**src/rtl/nbit_register_file3_if.sv**
```systemverilog
// Bus bundle for nbit_register_file3: read ports, write-back port,
// scoreboard marking and the ready flag. The decode/write-back side
// holds the master modport and the register file holds the slave modport.
interface nbit_register_file3_if #(
  parameter int DATA_WIDTH = 32,
  parameter int ADDR_WIDTH = 5
);
  logic [ADDR_WIDTH-1:0] read_sel_1;
  logic [ADDR_WIDTH-1:0] read_sel_2;
  logic [DATA_WIDTH-1:0] read_data_1;
  logic [DATA_WIDTH-1:0] read_data_2;
  logic [ADDR_WIDTH-1:0] write_address;
  logic [DATA_WIDTH-1:0] write_data;
  logic                  RegWrite;
  logic                  pend_set;
  logic [ADDR_WIDTH-1:0] pend_address;
  logic                  pend_1;
  logic                  pend_2;
  logic                  ready;

  modport master (
    output read_sel_1, read_sel_2, write_address, write_data, RegWrite,
           pend_set, pend_address,
    input  read_data_1, read_data_2, pend_1, pend_2, ready
  );

  modport slave (
    input  read_sel_1, read_sel_2, write_address, write_data, RegWrite,
           pend_set, pend_address,
    output read_data_1, read_data_2, pend_1, pend_2, ready
  );
endinterface

```
**src/rtl/nbit_register_file3.sv**
```systemverilog
// Parametrised register file: two combinational read ports, one write
// port, a hardware clear sweep after reset, an optional hard-wired zero
// register, optional write-to-read bypass and a per-entry pending bit
// used by the control FSM to stall on operands not yet written back.
module nbit_register_file3 #(
  parameter int DATA_WIDTH = 32,
  parameter int ADDR_WIDTH = 5,
  parameter bit ZERO_REG   = 1'b1,
  parameter bit BYPASS     = 1'b1
) (
  input  logic                  clk,
  input  logic                  rst_n,
  nbit_register_file3_if.slave  bus
);
  localparam int DEPTH = 1 << ADDR_WIDTH;

  typedef enum logic {CLEAR, RUN} state_t;

  state_t                state;
  state_t                state_next;
  logic [ADDR_WIDTH-1:0] count;
  logic [ADDR_WIDTH-1:0] count_next;
  logic [DEPTH-1:0]      pending;
  logic [DEPTH-1:0]      pending_next;

  logic [DATA_WIDTH-1:0] mem [DEPTH];
  logic                  mem_we;
  logic [ADDR_WIDTH-1:0] mem_addr;
  logic [DATA_WIDTH-1:0] mem_wdata;

  logic                  ready;
  logic                  hit_1;
  logic                  hit_2;

  // Entry 0 is treated as the hard-wired zero register when enabled.
  function automatic logic is_zero(input logic [ADDR_WIDTH-1:0] a);
    return ZERO_REG && (a == '0);
  endfunction

  // Control state: FSM state, sweep counter and scoreboard bits.
  always_ff @(posedge clk) begin
    if (!rst_n) begin
      state   <= CLEAR;
      count   <= '0;
      pending <= '0;
    end else begin
      state   <= state_next;
      count   <= count_next;
      pending <= pending_next;
    end
  end

  // Next-state logic: sweep zeros through storage, then serve write-back
  // and pend_set traffic. The set is applied after the clear so that a
  // same-cycle mark of the written register wins.
  always_comb begin
    state_next   = state;
    count_next   = count;
    pending_next = pending;
    mem_we       = 1'b0;
    mem_addr     = bus.write_address;
    mem_wdata    = bus.write_data;
    case (state)
      CLEAR: begin
        mem_we     = 1'b1;
        mem_addr   = count;
        mem_wdata  = '0;
        count_next = count + 1'b1;
        if (&count) state_next = RUN;
      end
      RUN: begin
        if (bus.RegWrite && !is_zero(bus.write_address)) begin
          mem_we                          = 1'b1;
          pending_next[bus.write_address] = 1'b0;
        end
        if (bus.pend_set && !is_zero(bus.pend_address))
          pending_next[bus.pend_address] = 1'b1;
      end
      default: state_next = CLEAR;
    endcase
  end

  // Storage has no reset of its own; a reset cycle suppresses the write so
  // in-flight traffic is discarded and the sweep restarts cleanly.
  always_ff @(posedge clk) begin
    if (rst_n && mem_we) mem[mem_addr] <= mem_wdata;
  end

  assign ready = (state == RUN);

  // Read ports: bypass first, then zero register / clear masking, then storage.
  always_comb begin
    hit_1 = BYPASS && ready && bus.RegWrite &&
            (bus.write_address == bus.read_sel_1) && !is_zero(bus.read_sel_1);
    hit_2 = BYPASS && ready && bus.RegWrite &&
            (bus.write_address == bus.read_sel_2) && !is_zero(bus.read_sel_2);
  end

  assign bus.read_data_1 = hit_1 ? bus.write_data :
                           (!ready || is_zero(bus.read_sel_1)) ? '0 : mem[bus.read_sel_1];
  assign bus.read_data_2 = hit_2 ? bus.write_data :
                           (!ready || is_zero(bus.read_sel_2)) ? '0 : mem[bus.read_sel_2];
  assign bus.pend_1      = ready && pending[bus.read_sel_1] && !hit_1;
  assign bus.pend_2      = ready && pending[bus.read_sel_2] && !hit_2;
  assign bus.ready       = ready;
endmodule

```
**src/flat_wrapper.sv**
```systemverilog
// flat-port wrapper written by rule: the top's interface ports become plain ports
module nbit_register_file3_flat 
#(
  parameter int DATA_WIDTH = 32,
  parameter int ADDR_WIDTH = 5,
  parameter bit ZERO_REG   = 1'b1,
  parameter bit BYPASS     = 1'b1
)
  (clk, rst_n, bus_read_sel_1, bus_read_sel_2, bus_write_address, bus_write_data, bus_RegWrite, bus_pend_set, bus_pend_address, bus_read_data_1, bus_read_data_2, bus_pend_1, bus_pend_2, bus_ready);
  nbit_register_file3_if #(.DATA_WIDTH(DATA_WIDTH), .ADDR_WIDTH(ADDR_WIDTH)) bus_i ();
  input  logic clk;
  input  logic rst_n;
  input wire logic [$bits(bus_i.read_sel_1)-1:0] bus_read_sel_1;
  input wire logic [$bits(bus_i.read_sel_2)-1:0] bus_read_sel_2;
  input wire logic [$bits(bus_i.write_address)-1:0] bus_write_address;
  input wire logic [$bits(bus_i.write_data)-1:0] bus_write_data;
  input wire logic [$bits(bus_i.RegWrite)-1:0] bus_RegWrite;
  input wire logic [$bits(bus_i.pend_set)-1:0] bus_pend_set;
  input wire logic [$bits(bus_i.pend_address)-1:0] bus_pend_address;
  output wire logic [$bits(bus_i.read_data_1)-1:0] bus_read_data_1;
  output wire logic [$bits(bus_i.read_data_2)-1:0] bus_read_data_2;
  output wire logic [$bits(bus_i.pend_1)-1:0] bus_pend_1;
  output wire logic [$bits(bus_i.pend_2)-1:0] bus_pend_2;
  output wire logic [$bits(bus_i.ready)-1:0] bus_ready;
  assign bus_i.read_sel_1 = bus_read_sel_1;
  assign bus_i.read_sel_2 = bus_read_sel_2;
  assign bus_i.write_address = bus_write_address;
  assign bus_i.write_data = bus_write_data;
  assign bus_i.RegWrite = bus_RegWrite;
  assign bus_i.pend_set = bus_pend_set;
  assign bus_i.pend_address = bus_pend_address;
  assign bus_read_data_1 = bus_i.read_data_1;
  assign bus_read_data_2 = bus_i.read_data_2;
  assign bus_pend_1 = bus_i.pend_1;
  assign bus_pend_2 = bus_i.pend_2;
  assign bus_ready = bus_i.ready;
  nbit_register_file3 #(.DATA_WIDTH(DATA_WIDTH), .ADDR_WIDTH(ADDR_WIDTH), .ZERO_REG(ZERO_REG), .BYPASS(BYPASS)) u_core (.clk(clk), .rst_n(rst_n), .bus(bus_i));
endmodule
```
**config.mk**
```make
export PLATFORM = sky130hd
export DESIGN_NAME = nbit_register_file3_flat
export DESIGN_NICKNAME = d
export VERILOG_FILES = /design/src/rtl/nbit_register_file3_if.sv /design/src/rtl/nbit_register_file3.sv /design/src/flat_wrapper.sv
export SDC_FILE = /design/constraint.sdc
export NUM_CORES = 1
export LEC_CHECK = 0
export CAP_MARGIN = 0
export CELL_PAD_IN_SITES_DETAIL_PLACEMENT = 1
export CELL_PAD_IN_SITES_GLOBAL_PLACEMENT = 1
export CORE_UTILIZATION = 54
export DETAILED_ROUTE_END_ITERATION = 8
export PLACE_DENSITY = 0.84
export SLEW_MARGIN = 20
export SYNTH_ARGS = -nofsm -noshare
export SYNTH_HDL_FRONTEND = slang
export SYNTH_SLANG_ARGS = --single-unit
```
**constraint.sdc**
```tcl
create_clock -name clk -period 5.65 [get_ports clk]
set_clock_uncertainty 0.15 [all_clocks]
set_input_delay 1.4125 -clock clk [delete_from_list [all_inputs] [get_ports clk]]
set_output_delay 1.4125 -clock clk [all_outputs]
set_load 0.03 [all_outputs]
```
* Word level (Yosys, flattened, before mapping)
Memory sizes are Yosys's and may differ from the RTL's.
Cells that the tools add are included.
** Cells by class
- Add/subtract/negate cells :: 1
- $lt $le $gt $ge :: 6
- Equality and inequality tests :: 2
- Multiplexer cells :: 23
- Bitwise operators :: 4
- Reduce and logical (&&, ||, !) cells :: 28
** Operators by type and width (number)
- two-way mux 32 bit :: 8
- bitwise AND 32 bit :: 1
- inverter 32 bit :: 1
- OR 32 bit :: 1
- < comparator 5 x 6 -> 1 bit, second input constant :: 4
- zero test 5 bit :: 4
- logical AND 1 bit :: 14
- binary-select mux 1 bit (select 5 bit) :: 2
- demux 1 bit (select 5 bit) :: 2
- == test 5 bit :: 2
- greater-or-equal comparator 5 x 1 -> 1 bit, second input constant :: 2
- two-way mux 1 bit :: 9
- zero test 1 bit :: 7
- adder 5 x 1 -> 5 bit, second input constant :: 1
- two-way mux 5 bit :: 1
- AND reduction 5 bit :: 1
- logical OR 1 bit :: 2
- case mux 1 bit (2 select lines) :: 1
- inverter 1 bit :: 1
** Storage, ports and cells
- Register bits after elaboration :: 38
- RAM bits :: 1024
- Input port bits :: 56
- Output and inout port bits :: 67
- Logic and storage cells :: 68
- Memories kept :: 1
** Memory list
- u_core.mem :: depth 32, bits a word 32, read ports 2, clocked after memory_dff 0, write ports 1, line nbit_register_file3.sv:26 : logic [DATA_WIDTH-1:0] mem [DEPTH];

* Logic depth before layout (Yosys ltp)
- Depth in word-level cells :: 10
- Gate-level depth with buffers :: 10
- Depth with buffers taken out :: 5

* Worst setup path before layout
OpenSTA, ideal clock, no wires.
- Kind :: input port to output port
- From :: in bus_read_sel_1[0]
- To :: out bus_read_data_1[23]
- Arrival time :: 3642 ps
- Required time :: 4088 ps
- Setup slack :: 446 ps
- Cell stages on the path :: 9
- Path buffers :: 4
- Path through :: buf_6 buf_12 buf_12 buf_12 mux2i_1 a221oi_1 o21a_1 a311oi_1 o41ai_1
** Between the ends
- Longest elaborated chain between the ends :: 4
- Elaborated cells on any way between the ends :: 9
- Classes of those cells :: eq/ne (1); mux (2); reduce/logical (5); memory (1)
** Ends and longest elaborated chain
- start: declaration :: line flat_wrapper.sv:13 : input wire logic [$bits(bus_i.read_sel_1)-1:0] bus_read_sel_1;
- parallel branches: the longest is 3 deep, another holds memory read (32 x 32 bit)
- two-way mux 32 bit (*) :: line nbit_register_file3.sv:99 : assign bus.read_data_1 = hit_1 ? bus.write_data :
- end: declaration :: line flat_wrapper.sv:20 : output wire logic [$bits(bus_i.read_data_1)-1:0] bus_read_data_1;
Every way passes the cells marked *.

* Worst setup path in the final report
- From :: in bus_read_sel_1[3]
- To :: out bus_read_data_1[7]
The elaborated chain is that of the path after synthesis.

==> metrics.md <==
| Metric | Value |
|---|---|
| Status | `finished, violations left` |
| Failing checks | `setup timing` |
| Largest cells by area after synthesis | `edfxtp_1 60%, mux4_2 19%, mux2i_1 5.6%, a22oi_1 2.3%, dfxtp_1 1.5%` |
| Min cycle time layout | `5840 ps` |
| Mapped Avg Cell Area | `17.5 um^2` |
| Leak | `20.1 nW` |
| Syn Inst Count | `2,935` |
| DIE WIDTH | `311 um` |
| Hold Crit Start | `u_core.pending[0]$_SDFFE_PN0P_` |
| Reg2reg setup slack | `1700 ps` |
| Worst-skew pair later-pin latency | `690 ps` |
| Top cell type by total area after synthesis | `edfxtp_1` |
| DRC | `0` |
| RSZ-0062 raised after global routing | `false` |
| Multiplexer area fraction after synthesis | `24.9%` |
| Crit end category | `output pin` |
| Fin nets | `3,205` |
| Die Y | `311 um` |
| Sequential-to-total area share from yosys stat | `61.2%` |
| Drt initial violations | `5,881` |
| CP required | `4090 ps` |
| Area after DPL | `55,700 um^2` |
| H-tree depth | `3` |
| DR WL/cell | `42.1 um` |
| Pwr dens | `290 nW/um^2` |
| Cell area after synthesis | `51,400 um^2` |
| Post-placement worst setup slack | `168 ps` |
| Antenna viol nets, final | `0` |
| Clock slew at reported path FFs | `60 ps` |
| WS Path Type | `in -> out` |
| Gr usage total | `38.8%` |
| Clock Sink Count | `1,062` |
| Post-synth EDFFs | `1,024` |
| Final hold violations | `0` |
| Capture point of the worst reg-to-reg path | `u_core.mem[25][28]$_DFFE_PP_` |
| Cts bufs inserted | `109` |
| Critical path's most frequent cell | `buf_4` |
| Initial antenna violation count | `2` |
| Total power | `17.2 mW` |
| Clk buf depth | `3` |
| Final WL | `189,000 um` |
| Root Driver | `clkbuf_16` |
| Post-synthesis adder-cell area fraction | `0.0486%` |
| Setup slack after layout | `-187 ps` |
| Max-cap violations | `0` |
| Main flop type after synthesis | `edfxtp_1` |
| Vias in the first global route | `37,100` |
| Yosys warnings | `0` |
| Setup violators final | `2` |
| Tightest Hold Check Type | `reg -> reg` |
| Layout cells sized above 1 | `29.7%` |
| Boundary pin count | `123` |
| Compound-Gate Fraction of Synth Area | `7.20%` |
| Worst relative slew slack | `15.6%` |
| Row Count | `112` |
| First-pass GRT wire length | `268,000 um` |
| Core footprint | `93,900 um^2` |
| Crit share post-route | `103%` |
| Via/cell ratio | `7.86` |
| Largest net degree at the start of global routing | `64` |
| Worst reg2reg path depth | `6` |
| Number of buffers inserted to repair setup after CTS | `0` |
| Synth cell types | `62` |
| Worst vdd ir | `0.000248 V` |
| Die area | `96,500 um^2` |
| Crit-path cells | `buf_4, nor2b_2, nand2_1, o22ai_1, a211oi_1, a22o_1, buf_4` |
| 1st-pass router iterations | `6` |
| Cts hold-fix bufs | `0` |
| Number of port buffers | `122` |
| Area Overhead vs Synth | `15.1%` |
| Synth Area in Simple Gates | `3.73%` |
| Pins Over Slew Limit | `0` |
| CP Max Fanout | `14` |
| #FFs+latches synth | `1,062` |
| Crit path DAT | `4270 ps` |
| Post-route cell area | `59,200 um^2` |
| R2R Path Start | `u_core.bus.ready$_SDFF_PN0_` |
| Element type at the critical path start | `primary input` |
| Hold path depth | `1` |
| CP max stage cell | `nor2b_2` |
| TritonCTS clock tree | `built` |
| Resize count post-CTS | `0` |
| Fmax achieved | `171 MHz` |
| Grt ovf | `0` |
| Yosys top cell area share | `59.8%` |
| CP peak stage delay | `790 ps` |
| Hpwl dp | `112,000 um` |
| Largest family of logic cells by synthesized area | `multiplexers` |
| Routability cong. | `0.873` |
| WHS Endpoint | `u_core.pending[0]$_SDFFE_PN0P_` |
| Effective utilization at floorplan | `54.8%` |
| Worst-Margin Slew | `1270 ps` |
| Routed vias | `35,300` |
| XOR/XNOR Fraction of Synth Area | `0.204%` |
| Syn_nets | `2,993` |
| Async S/R FF share, synth | `0%` |
where the power goes:
group          total (mW)  switching (mW)  internal, mW
registers            8.58          0.0289          8.55
logic                1.30           0.782         0.516
clock network        7.29            3.24          4.05
layout make-up:
class,count,area (um^2)
Antenna cell,1,2.50
Clock buffer,132,2880
Clock inverter,67,629
Fill cell,7995,34700
Inverter,2,7.51
Multi-Input combinational cell,1634,18900
Sequential cell,1062,31500
Tap cell,1254,1570
Timing Repair Buffer,338,3680
cell usage in the layout, fill, tap and decap left out, types with 21 or more instances in the layout:
cell type	count
o21ai_0	48
buf_4	204
a22oi_1	155
nand2_1	79
nand3_1	30
nor2_4	33
a211oi_1	41
clkbuf_16	112
clkdlybuf4s50_1	46
dfxtp_1	37
o22ai_1	41
a221oi_1	25
o2111ai_1	33
and2_1	31
a22o_1	59
a21oi_1	21
a21boi_0	31
mux4_2	428
mux2i_1	288
clkinv_1	21
edfxtp_1	1024
nand3b_1	26
buf_12	79
nor2_1	79
critical path, delay by kind of cell:
family                 cells  cell delay, ps
AO/OA/AOI/OAI              3            1160
buffers and inverters      2             460
AND/OR/NAND/NOR            2            1200
stage by stage:
stage	cells	hold WS, ps	setup TNS [ps]	utilization (%)
after floorplan	2935	293	0	-
after global placement	4290	310	0	59.3
after detailed placement	4290	334	0	59.3
after CTS	4489	345	0	63.0
after global routing	4489	366	0	63.1
final	4490	349	-192	63.1
routing by layer:
metal | vias up | global-route usage, % | share of wire, %
li1 | 12900 | - | -
met1 | 18000 | 48.2 | 33
met2 | 3421 | 61.3 | 47
met3 | 923 | 9.23 | 13
met4 | 2 | 25.7 | 8.1
met5 | - | 0 | 0.0032
how the worst max path moves through the flow:
| stage | cells after the start | to | start | slack, ps |
|---|---|---|---|---|
| 6_report | 7 | bus_read_data_1[7] | bus_read_sel_1[3] | -190 |
| 5_1_grt | 7 | bus_read_data_1[7] | bus_read_sel_1[3] | 30 |
| 4_1_cts | 8 | bus_read_data_1[2] | bus_write_address[2] | 180 |
| 3_5_place_dp | 8 | bus_read_data_1[2] | bus_write_address[2] | 170 |
| 3_3_place_gp | 7 | bus_read_data_1[30] | bus_read_sel_1[4] | 170 |
| 2_1_floorplan | 9 | bus_read_data_1[23] | bus_read_sel_1[0] | 450 |
sequential cells by signal, indices dropped and copies added, names as in the netlist:
name	cells
u_core.mem	1024
u_core.pending	32
u_core.bus.ready	1
u_core.count	5
Yosys cell counts, types with 27 or more instances:
cell type	number
o21ai_0	48
clkbuf_1	82
o2111ai_1	33
buf_4	34
a22o_1	59
a21boi_0	31
buf_2	95
and2_1	42
mux2i_1	288
a22oi_1	155
nand3_1	30
dfxtp_1	38
edfxtp_1	1024
o22ai_1	41
mux4_2	428
nor2_1	113
nand2_1	79
nor2b_1	27
a211oi_1	41
cells by family (layout without fill, tap and decap cells):
kind of cell	count (synthesis)	after routing
other	0	1
adders and majority gates	2	2
xor gates and xnor gates	12	12
AOI/OAI and AO/OA	498	498
and+or+nand+nor	385	385
muxes	737	737
DFF	1062	1062
buffers and inverters	239	539
Power figures use the tool's default switching activity.
